[config.mk]
export PLATFORM = sky130hd
export DESIGN_NAME = ifetch_unit_flat
export DESIGN_NICKNAME = d
export VERILOG_FILES = /design/src/rtl/ifetch_pkg.sv /design/src/rtl/ifetch_if.sv /design/src/rtl/ifetch_fifo.sv /design/src/rtl/ifetch_unit.sv /design/src/flat_wrapper.sv
export SDC_FILE = /design/constraint.sdc
export NUM_CORES = 1
export LEC_CHECK = 0
export ABC_AREA = 1
export ABC_CLOCK_PERIOD_IN_PS = 5300
export BUFFER_PORTS_ARGS = -buffer_cell sky130_fd_sc_hd__buf_2
export CAP_MARGIN = 20
export CORE_MARGIN = 3
export CORE_UTILIZATION = 54
export CTS_CLUSTER_DIAMETER = 100
export CTS_CLUSTER_SIZE = 8
export DETAILED_ROUTE_END_ITERATION = 10
export PLACE_DENSITY = 0.78
export SETUP_SLACK_MARGIN = 0.05
export SKIP_LAST_GASP = 1
export SYNTH_ARGS = -nofsm -noshare
export SYNTH_HDL_FRONTEND = slang
export SYNTH_SLANG_ARGS = --single-unit
[constraint.sdc]
create_clock -name clk -period 5.3 [get_ports clk]
set_input_delay 0.795 -clock clk [delete_from_list [all_inputs] [get_ports clk]]
set_output_delay 0.795 -clock clk [all_outputs]
set_load 0.03 [all_outputs]
[src/rtl/ifetch_pkg.sv]
// Shared types and constants for the instruction fetch stage.
package ifetch_pkg;

   localparam int ADDR_W  = 32;
   localparam int INSTR_W = 32;

   localparam logic [INSTR_W-1:0] NOP_INSTR = 32'h0000_0000;

   typedef enum logic {
      IDLE,
      WAIT
   } ifetch_state_t;

   typedef struct packed {
      logic [ADDR_W-1:0]  pc;
      logic [INSTR_W-1:0] instr;
   } fetch_entry_t;

   // Fetch addresses are always word aligned; the low two bits are dropped.
   function automatic logic [ADDR_W-1:0] align_word(input logic [ADDR_W-1:0] addr);
      return {addr[ADDR_W-1:2], 2'b00};
   endfunction

endpackage

[src/rtl/ifetch_if.sv]
// Instruction memory read bus: request/address held until the memory acknowledges.
interface ifetch_if;
   import ifetch_pkg::*;

   logic               req;
   logic [ADDR_W-1:0]  addr;
   logic               ack;
   logic [INSTR_W-1:0] rdata;

   modport master (output req, addr, input ack, rdata);
   modport slave  (input req, addr, output ack, rdata);

endinterface

[src/rtl/ifetch_fifo.sv]
// Circular prefetch buffer of {pc, instr} entries; flush beats push and pop.
module ifetch_fifo
   import ifetch_pkg::*;
#(
   parameter int DEPTH = 2,
   parameter int CNT_W = $clog2(DEPTH) + 1
) (
   input  logic             clk,
   input  logic             reset,
   input  logic             push,
   input  logic             pop,
   input  logic             flush,
   input  fetch_entry_t     din,
   output logic [CNT_W-1:0] count,
   output fetch_entry_t     head
);

   localparam int PTR_W = $clog2(DEPTH);
   localparam logic [PTR_W-1:0] PTR_MASK = PTR_W'(DEPTH - 1);

   fetch_entry_t     mem [DEPTH];
   logic [PTR_W-1:0] rd_ptr;
   logic [PTR_W-1:0] wr_ptr;
   logic             do_push;
   logic             do_pop;

   // A full buffer may still accept a push when the head leaves in the same cycle.
   assign do_push = push && ((count < CNT_W'(DEPTH)) || pop);
   assign do_pop  = pop && (count != '0);
   assign head    = mem[rd_ptr];

   always_ff @(posedge clk) begin
      if (reset || flush) begin
         rd_ptr <= '0;
         wr_ptr <= '0;
         count  <= '0;
      end else begin
         if (do_push) begin
            mem[wr_ptr] <= din;
            wr_ptr      <= (wr_ptr + 1'b1) & PTR_MASK;
         end
         if (do_pop) begin
            rd_ptr <= (rd_ptr + 1'b1) & PTR_MASK;
         end
         count <= count + CNT_W'(do_push) - CNT_W'(do_pop);
      end
   end

endmodule

[src/rtl/ifetch_unit.sv]
// Fetch stage: owns the PC, fetches words over imem, presents one instruction per cycle.
// Define IFETCH_PERF_CNT_EN to add the perf_fetched/perf_dropped/perf_stall_cycles counters.
module ifetch_unit
   import ifetch_pkg::*;
#(
   parameter int                DEPTH    = 2,
   parameter logic [ADDR_W-1:0] RESET_PC = 32'h0000_0000
) (
   input  logic               clk,
   input  logic               reset,
   ifetch_if.master           imem,
   input  logic               stall,
   input  logic               redirect,
   input  logic [ADDR_W-1:0]  redirect_pc,
   output logic [INSTR_W-1:0] ibus,
   output logic               ibus_valid,
   output logic [ADDR_W-1:0]  ibus_pc
`ifdef IFETCH_PERF_CNT_EN
   ,
   output logic [31:0]        perf_fetched,
   output logic [31:0]        perf_dropped,
   output logic [31:0]        perf_stall_cycles
`endif
);

   localparam int CNT_W = $clog2(DEPTH) + 1;

   ifetch_state_t     state;
   logic [ADDR_W-1:0] pc;
   logic [ADDR_W-1:0] addr_q;
   logic              drop;
   logic [CNT_W-1:0]  count;
   fetch_entry_t      head;
   fetch_entry_t      din;
   logic              issue;
   logic              ack_seen;
   logic              push;
   logic              pop;

   // In IDLE nothing is outstanding, so the queue count alone is the occupancy.
   assign issue     = (state == IDLE) && (count < CNT_W'(DEPTH)) && !redirect;
   assign imem.req  = !reset && ((state == WAIT) || issue);
   assign imem.addr = (state == WAIT) ? addr_q : pc;
   assign ack_seen  = imem.req && imem.ack;

   assign push       = ack_seen && !drop && !redirect;
   assign ibus_valid = (count != '0);
   assign pop        = ibus_valid && !stall && !redirect;
   assign din        = '{pc: pc, instr: imem.rdata};

   assign ibus    = ibus_valid ? head.instr : NOP_INSTR;
   assign ibus_pc = ibus_valid ? head.pc : '0;

   ifetch_fifo #(
      .DEPTH (DEPTH)
   ) u_fifo (
      .clk   (clk),
      .reset (reset),
      .push  (push),
      .pop   (pop),
      .flush (redirect),
      .din   (din),
      .count (count),
      .head  (head)
   );

   // A redirect that catches a request still in flight marks its word for discard;
   // the held request completes before fetch restarts at the new pc.
   always_ff @(posedge clk) begin
      if (reset) begin
         state  <= IDLE;
         pc     <= RESET_PC;
         addr_q <= RESET_PC;
         drop   <= 1'b0;
      end else begin
         if (ack_seen) begin
            state <= IDLE;
            drop  <= 1'b0;
            if (push) begin
               pc <= pc + 32'd4;
            end
         end else if (issue) begin
            state  <= WAIT;
            addr_q <= pc;
         end
         if (redirect) begin
            pc <= align_word(redirect_pc);
            if ((state == WAIT) && !ack_seen) begin
               drop <= 1'b1;
            end
         end
      end
   end

`ifdef IFETCH_PERF_CNT_EN
   always_ff @(posedge clk) begin
      if (reset) begin
         perf_fetched      <= '0;
         perf_dropped      <= '0;
         perf_stall_cycles <= '0;
      end else begin
         perf_fetched      <= perf_fetched + 32'(push);
         perf_dropped      <= perf_dropped + 32'(ack_seen && !push);
         perf_stall_cycles <= perf_stall_cycles + 32'(stall && ibus_valid);
      end
   end
`endif

endmodule

[src/flat_wrapper.sv]
// flat-port wrapper written by rule: the top's interface ports become plain ports
module ifetch_unit_flat import ifetch_pkg::*;
#(
   parameter int                DEPTH    = 2,
   parameter logic [ADDR_W-1:0] RESET_PC = 32'h0000_0000
)
  (clk, reset, stall, redirect, redirect_pc, ibus, ibus_valid, ibus_pc, imem_req, imem_addr, imem_ack, imem_rdata);
  ifetch_if imem_i ();
  input  logic clk;
  input  logic reset;
  input  logic stall;
  input  logic redirect;
  input  logic [ADDR_W-1:0] redirect_pc;
  output logic [INSTR_W-1:0] ibus;
  output logic ibus_valid;
  output logic [ADDR_W-1:0] ibus_pc;
  output wire logic [$bits(imem_i.req)-1:0] imem_req;
  output wire logic [$bits(imem_i.addr)-1:0] imem_addr;
  input wire logic [$bits(imem_i.ack)-1:0] imem_ack;
  input wire logic [$bits(imem_i.rdata)-1:0] imem_rdata;
  assign imem_req = imem_i.req;
  assign imem_addr = imem_i.addr;
  assign imem_i.ack = imem_ack;
  assign imem_i.rdata = imem_rdata;
  ifetch_unit #(.DEPTH(DEPTH), .RESET_PC(RESET_PC)) u_core (.clk(clk), .reset(reset), .imem(imem_i), .stall(stall), .redirect(redirect), .redirect_pc(redirect_pc), .ibus(ibus), .ibus_valid(ibus_valid), .ibus_pc(ibus_pc));
endmodule
---- Word-level counts from Yosys, hierarchy flattened ----
Memories as Yosys holds them, arrays and structs flattened. A register that Yosys moved wholly into a read port is not among the register bits.
Cells that the tools add are included.
Widths: inputs -> output; s select.
word-level totals
  bits in writable memories ............... 128
  memories kept ........................... 1
  word-level logic and storage cells ...... 58
  output and inout port bits .............. 98
  flip-flop bits (word level) ............. 70
memories
  name               words  width  rd ports  clocked after Yosys merged registers in  wr ports  line               RTL
  u_core.u_fifo.mem  2      64     1         1                                        1         ifetch_fifo.sv:21  fetch_entry_t mem [DEPTH];
cells by class
  reductions and logical operators ........ 27
  order comparisons ....................... 1
  multiplexer cells ....................... 14
  $add $sub $neg .......................... 5
  bitwise gates (word level) .............. 2
operator list
  cell                   number
  $mux 32                6
  $add 32x3->32 const B  1
  $logic_and 1x1->1      11
  $mux 1                 8
  $reduce_and 2->1       3
  $reduce_bool 2->1      3
  $logic_not 1->1        5
  $reduce_or 2->1        2
  $logic_or 1x1->1       3
  $add 1x1->1 const B    2
  $add 2x1->2            1
  $lt 2x2->1 const B     1
  $not 1->1              2
  $sub 2x1->2            1

---- Longest topological paths before layout ----
Gate-level depths: netlist (run 1).
  depth in word-level cells ............... 12
  mapped depth ............................ 12
  mapped depth without buffers ............ 11

---- By module ----
Synthesis (run 1) repeated with hierarchy kept, for this count alone.
second synthesis, totals
  cells, all modules ...................... 975
  area, all modules ....................... 9320.2 um^2
by module, submodules not included
  module       area an instance (um^2)  times used  sequential area each (um^2)  cells each
  ifetch_fifo  5175.0                   1           3943.8                       238
  ifetch_unit  4145.2                   1           1241.2                       737

---- Worst setup path before layout (run 1) ----
Ideal clock, no wire load.
  path kind ............................... input -> register
  start ................................... input port reset
  end ..................................... memory u_core.u_fifo.mem[1][0] (netlist bit), enable pin
  slack ................................... 722 ps
  cell stages on the path ................. 6
  data required time ...................... 4816 ps
  setup time .............................. 484 ps
  data arrival time ....................... 4095 ps
  path through ............................ buf_2 inv_2 nand4_2 nor2_1 nand2_1 nor2_1
on the way
  cells in the longest elaborated chain, start to end .. 9
  elaborated cells on any way between the ends .. 10
  classes of those cells .................. mux (3); reduce/logical (7)
RTL lines
  item                              line                RTL
  start: declaration                flat_wrapper.sv:10  input logic reset;
  $logic_not 1->1                   ifetch_unit.sv:42   assign imem.req = !reset && ((state == WAIT) || issue);
  $logic_and 1x1->1                 ifetch_unit.sv:42
  $logic_and 1x1->1                 ifetch_unit.sv:44   assign ack_seen = imem.req && imem.ack;
  $logic_and 1x1->1 (2 in a row)    ifetch_unit.sv:46   assign push = ack_seen && !drop && !redirect;
  $logic_and 1x1->1                 ifetch_fifo.sv:28   assign do_push = push && ((count < CNT_W'(DEPTH)) || pop);
  $mux 1                            ifetch_fifo.sv:38   if (do_push) begin
  $mux 1 (*)                        ifetch_fifo.sv:33   if (reset || flush) begin
  $mux 1 (not written as such) (*)  ifetch_fifo.sv:39   mem[wr_ptr] <= din;
  end: declaration                  ifetch_fifo.sv:21
Every way passes the cells marked *; elsewhere a longest branch is shown, timed or not.

---- Final worst setup path (run 1) ----
  start ................................... input port reset
  end ..................................... memory u_core.u_fifo.mem[1][56] (netlist bit), enable pin
The elaborated chain is that of the path after synthesis.

==> reports/metrics.cfg, run 1 <==
[status]
status=finished, final reports clean

[synthesis]
synthFlopType=edfxtp_1
yosysMostFrequentCell=nand2_1
yosys-top-cells-area=edfxtp_1 (44%), dfxtp_1 (16%), nand2_1 (14%)
synth_edf_count=124
ys_seq_area_share_pct=59.7
async_flop_share_pct=0
synth_commonest_cells=nand2_1 (312), edfxtp_1 (124), a21oi_1 (104)
yosys.area.top_type=edfxtp_1
netlist_instances=961
synth.top_cell.area_share_pct=43.9
syn_area_sq_um=8480
syn_avg_cell_area_sq_um=8.82
ys.warnings.count=0
synth_seq_cells=191
synth_cell_type_count=32

[clocking]
cts_tree=built
cts-resized-gates=0
clkLatencyLatePin_ns=0.43
cts_htree_levels=4
cts_hold_buf=0
cts.sinks=191
cts_buffers=17
cts_buffer_depth=2
clk_pin_slew_ns=0.07
clock_tree.root_cell=clkbuf_16
cts_setup_buffers=0

[pwr]
power.net_switching_w=0.000793
p_per_area_nw_per_um2=323
worst_ir_drop_vdd_v=0.000222
p_seq_share_pct=52.4
leakagePower_nw=4.06
netSwitchingFraction_pct=24.6
pwr-share-comb_pct=8.8
p_clk_share_pct=38.8
p_int_w=0.00243

[timing]
tightest_slew_ns=0.834
fin_crit_ns=3.04
relSlewSlack_pct=44.4
final-setup-viol-count=0
fin_crit_sh_pct=57.3
fmax_mhz=329
slew_viol_final=0
hold_viol_final=0
fin_skew_ns=0.0121
setup_tns_ns=0
grt_setup_unrepaired=no

[floorplanning]
die_h_um=131
io-pin-count=167
core_area_sq_um=15300
die_w_um=131
dieArea_sq_um=17200
rows=45
initial_utilization_pct=55.6

[worst_hold_path]
hp-class=reg -> reg

[detailed_routing]
drc_errors=0
drt_first_iter_violations=631
viasPerCell=5.33
vias=7035
totalWireLength_um=19700
drtAntennaViolNets=0
avgRoutedWirePerCell_um=14.9
drtPass1Iterations=5

[finish]
final_nets=1169
postLayoutCoreUtil_pct=65.3
seq_area_sq_um=5070
area_delta_synth_final_pct=17.4
fin_area_sq_um=9960
n_fill_cell=1249
drive_gt1_share_pct=20.2
antenna_cells=0
multiInputGateArea_sq_um=2980

[run]
drv_cap=0

[place]
dp_hpwl_um=12900
portBuffers=160
place_area_sq_um=9350
finalWeightedCongestion=0.879

[global_routing]
grt_max_degree=64
grt_pass1_wl_um=31400
grt_pass1_vias=6361
grt.total_usage_pct=22.6
overflow=0
antenna_found_initial=0

[critical_path]
cp-start-kind=primary input
cp.required_ns=5.35
slowest_delay_ns=0.64
crit_chain=buf_2 -> inv_2 -> nand4_2 -> nor2_1 -> nand2_1 -> nor2_4 -> buf_4
endpoint_kind=flop
cp_max_fo=63
critical_path_class=in -> reg
arrival_ns=3.09
crit_slowest_cell=buf_4

stage by stage:
| step | power, W | setup slack, ns | hold WS (ns) | std cells |
|---|---|---|---|---|
| floorplan | 0.00191 | 0.722 | 0.427 | 964 |
| global placement | 0.00199 | 1.86 | 0.463 | 1288 |
| detailed placement | 0.00200 | 1.84 | 0.474 | 1288 |
| CTS | 0.00324 | 2.27 | 0.490 | 1320 |
| global route | 0.00333 | 2.05 | 0.500 | 1321 |
| finish | 0.00322 | 2.26 | 0.487 | 1321 |
final cells by class:
| type | count | share of cell area (%) |
|---|---|---|
| sequential | 191 | 50.9 |
| multi-input combinational | 667 | 29.9 |
| timing repair buffer | 166 | 8.62 |
| clock buffer | 18 | 4.31 |
| tap | 211 | 2.65 |
| inverter | 54 | 2.09 |
| clock inverter | 14 | 1.58 |
path summary, 6_finish.rpt:
path,start,to,slack [ns],depth (start not counted)
worst max-delay path,reset,u_core.u_fifo.mem[1][56]$_DFFE_PP_,2.26,7
worst max register to register,u_core.state$_SDFFE_PP0P_,u_core.u_fifo.mem[1][56]$_DFFE_PP_,2.54,8
worst min register to register,u_core.addr_q[4]$_SDFFE_PP0P_,u_core.addr_q[4]$_SDFFE_PP0P_,0.49,2
worst min-delay path,u_core.addr_q[4]$_SDFFE_PP0P_,u_core.addr_q[4]$_SDFFE_PP0P_,0.49,2
power by group through the flow:
stage | Sequential (W) | Combinational [W] | Clock [W]
floorplan | 0.00170 | 0.000207 | 0
global placement | 0.00171 | 0.000274 | 0
detailed placement | 0.00172 | 0.000281 | 0
CTS | 0.00169 | 0.000282 | 0.00127
global route | 0.00169 | 0.000314 | 0.00132
finish | 0.00169 | 0.000282 | 0.00125
flip-flops by register name, summed over array words and instances, names as in the netlist, named ones only:
name and count:
u_core.addr_q 30, u_core.drop 1, u_core.pc 30, u_core.state 1
u_core.u_fifo.count 2, u_core.u_fifo.mem 124, u_core.u_fifo.rd_ptr 1, u_core.u_fifo.wr_ptr 1
worst max-delay path: cells and delay by family:
family                 cells  cell delay, ns
buffers and inverters      3            1.42
AND/OR/NAND/NOR            4            0.79
metal layers:
layer / GRT usage, % / share of wire, %
met5: 0 / 0
met4: 10.1 / 2.5
met3: 3.79 / 7.5
met2: 36.5 / 47
met1: 30.1 / 43
placed cells by master, fill, tap and decap left out, types with 2 or more instances in the layout:
master / instances
inv_4: 2
bufinv_16: 2
clkbuf_16: 17
nand3_1: 42
o21ai_0: 63
nand2_2: 5
clkinv_4: 5
a21oi_1: 104
ha_1: 3
nor2_1: 86
xnor2_1: 3
buf_4: 5
nor2_4: 6
edfxtp_1: 124
inv_1: 47
inv_6: 3
nand3b_1: 2
dfxtp_1: 66
conb_1: 4
nand2_1: 312
buf_2: 160
nor2_2: 5
o21ai_1: 8
xor2_1: 4
a31oi_1: 10
nor3_1: 3
inv_2: 5
and2_1: 2
cells by family after synthesis:
group	share of synthesized area, %
XOR/XNOR	0.723
other	0.0442
AO/OA/AOI/OAI	11.3
buffers and inverters	5.59
adder cells (fa/ha/maj)	0.443
AND/OR/NAND/NOR	22.2
flip-flops	59.7
(Power assumes the default switching activity.)
==> run 2, diff against run 1 <==
Settings changed: ABC_AREA 1 to 0, ABC_CLOCK_PERIOD_IN_PS 5300 to 2900, PLACE_DENSITY 0.78 to 0.79.
Clock period 5.3 ns to 2.9 ns, I/O delays scaled along.
==> reports/metrics.cfg, run 2 <==
[synthesis]
ys_seq_area_share_pct=61.0
yosysMostFrequentCell=edfxtp_1
synth_cell_type_count=55
yosys.area.top_type=edfxtp_1
synthFlopType=edfxtp_1
synth_edf_count=124
netlist_instances=708
syn_area_sq_um=8300
synth.top_cell.area_share_pct=44.9
synth_seq_cells=191
synth_commonest_cells=edfxtp_1 (124), nor2_1 (95), nand2_1 (75)
syn_avg_cell_area_sq_um=11.7
ys.warnings.count=0
async_flop_share_pct=0
yosys-top-cells-area=edfxtp_1 (45%), dfxtp_1 (16%), mux2i_1 (7.6%)

[clocking]
cts_htree_levels=4
cts.sinks=191
cts_buffers=17
clkLatencyLatePin_ns=0.43
cts_setup_buffers=0
cts_buffer_depth=2
clk_pin_slew_ns=0.07
clock_tree.root_cell=clkbuf_16
cts_hold_buf=0
cts-resized-gates=0
cts_tree=built

[finish]
largest_reg_flops=124
area_delta_synth_final_pct=19.6
final_nets=930
fin_cells=1055
final_cell_mix=buf_2 (160), edfxtp_1 (124), nor2_1 (92)
postLayoutCoreUtil_pct=67.1
reg_top3=u_core.u_fifo.mem: 124 flops, u_core.addr_q: 30 flops, u_core.pc: 30 flops
antenna_cells=0
drive_gt1_share_pct=28.9
fin_area_sq_um=9930
final_common_cell=buf_2
top_register=u_core.u_fifo.mem

[critical_path]
arrival_ns=2.01
crit_family=flip-flops
regToRegStartpoint=u_core.pc[2]$_SDFFE_PP0P_
crit_buf_inv=2
crit_slowest_cell=dfxtp_4
r2r_slack_ns=0.62
crit_chain=buf_12 -> mux2i_1 -> nor2_1 -> buf_2
cp-start-kind=flop
endpoint_kind=output pin
slowest_delay_ns=0.75
cp_max_fo=33
cp.required_ns=2.47
critical_path_class=reg -> out

[place]
finalWeightedCongestion=0.899
dp_worst_setup_slack_ns=0.581
portBuffers=160
dp_hpwl_um=12700
place_inst=1023
place_area_sq_um=9310

[detailed_routing]
drt_first_iter_violations=616
drtAntennaViolNets=0
totalWireLength_um=19100
drc_errors=0
avgRoutedWirePerCell_um=18.1
vias=6220
drtPass1Iterations=5
viasPerCell=5.90

[timing]
relSlewSlack_pct=56.1
hold_ws_ns=0.194
fin_skew_ns=0.00930
final.setup.worst_slack_ns=0.456
fin_crit_sh_pct=84.3
tightest_slew_ns=0.659
grt_setup_unrepaired=no
slew_viol_final=0
fmax_mhz=409
final-setup-viol-count=0
hold_viol_final=0
fin_crit_ns=2.44

[status]
status=finished, final reports clean

[floorplanning]
core_area_sq_um=14800
rows=44
die_h_um=130
io-pin-count=167
dieArea_sq_um=16900
initial_utilization_pct=56.1
die_w_um=130

[worst_hold_path]
hp-class=in -> reg
hold_path_startpoint=imem_rdata[27]

[pwr]
leakagePower_nw=3.71
worst_ir_drop_vdd_v=0.000452
p_per_area_nw_per_um2=599

[global_routing]
antenna_found_initial=0
overflow=0
grt_pass1_wl_um=29600
grt_pass1_vias=5908
grt.total_usage_pct=22.4
grt_max_degree=64

[run]
drv_cap=0

## run 2: cell types whose count changed in the layout (fill, tap and decap cells not counted), sizes merged, moves of 9 or more
cell | before | now
or4 | 0 | 18
a311oi | 0 | 9
inv | 58 | 11
o21ai | 72 | 8
nand3 | 42 | 26
buf | 166 | 179
nand2 | 318 | 75
a211oi | 0 | 10
a21oi | 104 | 32
mux2 | 0 | 29
mux2i | 0 | 63
a31oi | 10 | 1
and3 | 0 | 11
## run 2: logic make-up after synthesis
logic type	synth area share, %
muxes	11.5
other	0.0452
AOI/OAI and AO/OA	6.87
DFF	61.0
and+or+nand+nor	15.7
adders and majority gates	0.452
xor gates and xnor gates	1.16
buffers and inverters	3.27
## run 2: per-layer routing
layer	wire [um]	GRT usage, %	part of all wire [%]	vias to the layer above
met4	364	8.56	1.9	0
li1	-	-	-	2906
met3	1450	4.99	7.6	40
met1	8090	29.2	42	2953
met2	9210	37.0	48	321
met5	0	0	0	-
## run 2: metrics by stage
| step | power [W] | setup TNS (ns) |
|---|---|---|
| 6_report | 0.00595 | 0 |
| 5_1_grt | 0.00615 | 0 |
| 4_1_cts | 0.00597 | 0 |
| 3_5_place_dp | 0.00358 | 0 |
| 3_3_place_gp | 0.00356 | 0 |
| 2_1_floorplan | 0.00340 | -34.12 |
## run 2: worst reg2reg max path, stage by stage (launching register included)
cell	delay, ns
dfxtp_1	0.51
ha_1	0.29
and3_1	0.29
nand3_2	0.25
or4_1	0.54
a311oi_1	0.29
## run 2: area by class of cell
type	instances	area, sq um
Fill cell	1087	4880
Clock buffer	21	504
Sequential cell	191	5070
Timing Repair Buffer	179	981
Multi-Input combinational cell	463	3010
Clock inverter	11	119
Tap cell	184	230
Inverter	6	22.5
## run 2: final timing paths
check / to / cells past startpoint
worst min register to register: u_core.addr_q[16]$_SDFFE_PP0P_ / 2
worst max register to register: u_core.pc[26]$_SDFFE_PP0P_ / 5
worst min-delay path: u_core.u_fifo.mem[0][27]$_DFFE_PP_ / 1
worst max-delay path: ibus[19] / 4
## run 2: report_power, final
| part | switching (W) | internal (W) |
|---|---|---|
| Combinational | 0.000303 | 0.000170 |
| Clock | 0.000991 | 0.00143 |
| Sequential | 0.0000905 | 0.00297 |
| Total | 0.00138 | 0.00457 |
==> run 3, diff against run 2 <==
Settings changed: ABC_AREA 0 to 1, ABC_CLOCK_PERIOD_IN_PS 2900 to 2100, CORE_UTILIZATION 54 to 50, PLACE_DENSITY 0.79 to 0.76.
Clock period 2.9 ns to 2.1 ns, I/O delays scaled along.
==> reports/metrics.cfg, run 3 (synthesis gave the netlist of run 1 again) <==
[status]
status=finished, final reports clean

[finish]
reg_top3=u_core.u_fifo.mem: 124 flops, u_core.addr_q: 30 flops, u_core.pc: 30 flops
fin_cells=1351
top_register=u_core.u_fifo.mem
antenna_cells=0
largest_reg_flops=124
final_nets=1194
drive_gt1_share_pct=22.4
final_common_cell=nand2_1
postLayoutCoreUtil_pct=63.5
final_cell_mix=nand2_1 (311), buf_2 (155), edfxtp_1 (124)
area_delta_synth_final_pct=21.5
fin_area_sq_um=10300

[worst_hold_path]
hp-class=in -> reg
hold_path_depth=1

[pwr]
worst_ir_drop_vdd_v=0.000652
leakagePower_nw=4.21
p_per_area_nw_per_um2=799

[floorplanning]
die_h_um=136
initial_utilization_pct=52.3
dieArea_sq_um=18600
die_w_um=136
core_area_sq_um=16200
io-pin-count=167
rows=46

[detailed_routing]
vias=7056
drtPass1Iterations=5
totalWireLength_um=20700
viasPerCell=5.22
drtAntennaViolNets=0
drt_first_iter_violations=527
drc_errors=0
avgRoutedWirePerCell_um=15.3

[timing]
fin_crit_ns=2.04
grt_setup_unrepaired=yes
final-setup-viol-count=0
fmax_mhz=490
relSlewSlack_pct=66.4
slew_viol_final=0
hold_viol_final=0
tightest_slew_ns=0.503
fin_crit_sh_pct=97.1
fin_skew_ns=0.0101

[clocking]
clk_pin_slew_ns=0.07
cts_hold_buf=0
cts.sinks=191
cts_htree_levels=4
clock_tree.root_cell=clkbuf_16
cts_buffers=17
cts_buffer_depth=2
cts_tree=built
clkLatencyLatePin_ns=0.43
cts_setup_buffers=0

[critical_path]
critical_path_class=reg -> out
endpoint_kind=output pin
arrival_ns=1.72
cp.required_ns=1.78
r2r_cells=10
cp-start-kind=flop
cp_max_fo=31

[place]
place_inst=1318
dp_hpwl_um=14100
portBuffers=160
finalWeightedCongestion=0.888
place_area_sq_um=9640

[global_routing]
grt_pass1_wl_um=32200
overflow=0
grt_pass1_vias=6456
antenna_found_initial=0
grt_max_degree=64
grt.total_usage_pct=22.2

[run]
drv_cap=0

## run 3: critical path: stages, from the launching register on
cell	delay (ns)
dfxtp_1	0.35
buf_4	0.17
nor2_4	0.23
clkbuf_16	0.28
a21oi_1	0.07
buf_2	0.18
## run 3: timing repair
item / CTS / global route
gates cloned: 0 / 1
pin swaps: 0 / 0
setup endpoints to repair: 64 / 55
resized for setup: 12 / 7
## run 3: through the flow
stage	hold slack (ns)	setup WS [ns]	power, W	TNS, ns
2_1_floorplan	0.380	-0.183	0.00482	-20.67
3_3_place_gp	0.465	0.0898	0.00508	0
3_5_place_dp	0.473	0.0781	0.00510	0
4_1_cts	0.0586	0.0534	0.00825	0
5_1_grt	0.0552	-0.0138	0.00854	-0.105
6_report	0.0704	0.0606	0.00824	0
## run 3: layout make-up
class	count	area [sq um]
fillers	1408	5920
flip-flops and latches	191	5070
multi-input cells	667	3010
repair buffers	191	1150
clock buffers	18	429
well taps	216	270
inverters	54	215
clock inverters	14	155
## run 3: layer usage
layer	GRT usage, %	wire [um]	vias up
met5	0	0	-
met4	8.68	558	0
met3	5.48	1710	48
met2	35.5	9430	286
met1	29.3	9020	3224
li1	-	-	3498
## run 3: final timing paths
| kind | from | to | slack, ns |
|---|---|---|---|
| max | u_core.u_fifo.count[1]$_SDFF_PP0_ | ibus_pc[2] | 0.06 |
| min | imem_rdata[28] | u_core.u_fifo.mem[1][28]$_DFFE_PP_ | 0.07 |
| max reg2reg | u_core.u_fifo.count[1]$_SDFF_PP0_ | u_core.u_fifo.count[1]$_SDFF_PP0_ | 0.15 |
| min reg2reg | u_core.addr_q[3]$_SDFFE_PP0P_ | u_core.addr_q[3]$_SDFFE_PP0P_ | 0.48 |
## run 3: power breakdown
| part | total, W | internal [W] | switching, W | leakage (nW) |
|---|---|---|---|---|
| logic | 0.000793 | 0.000262 | 0.000531 | 2.23 |
| registers | 0.00424 | 0.00413 | 0.000112 | 1.70 |
| clock network | 0.00320 | 0.00177 | 0.00143 | 0.273 |
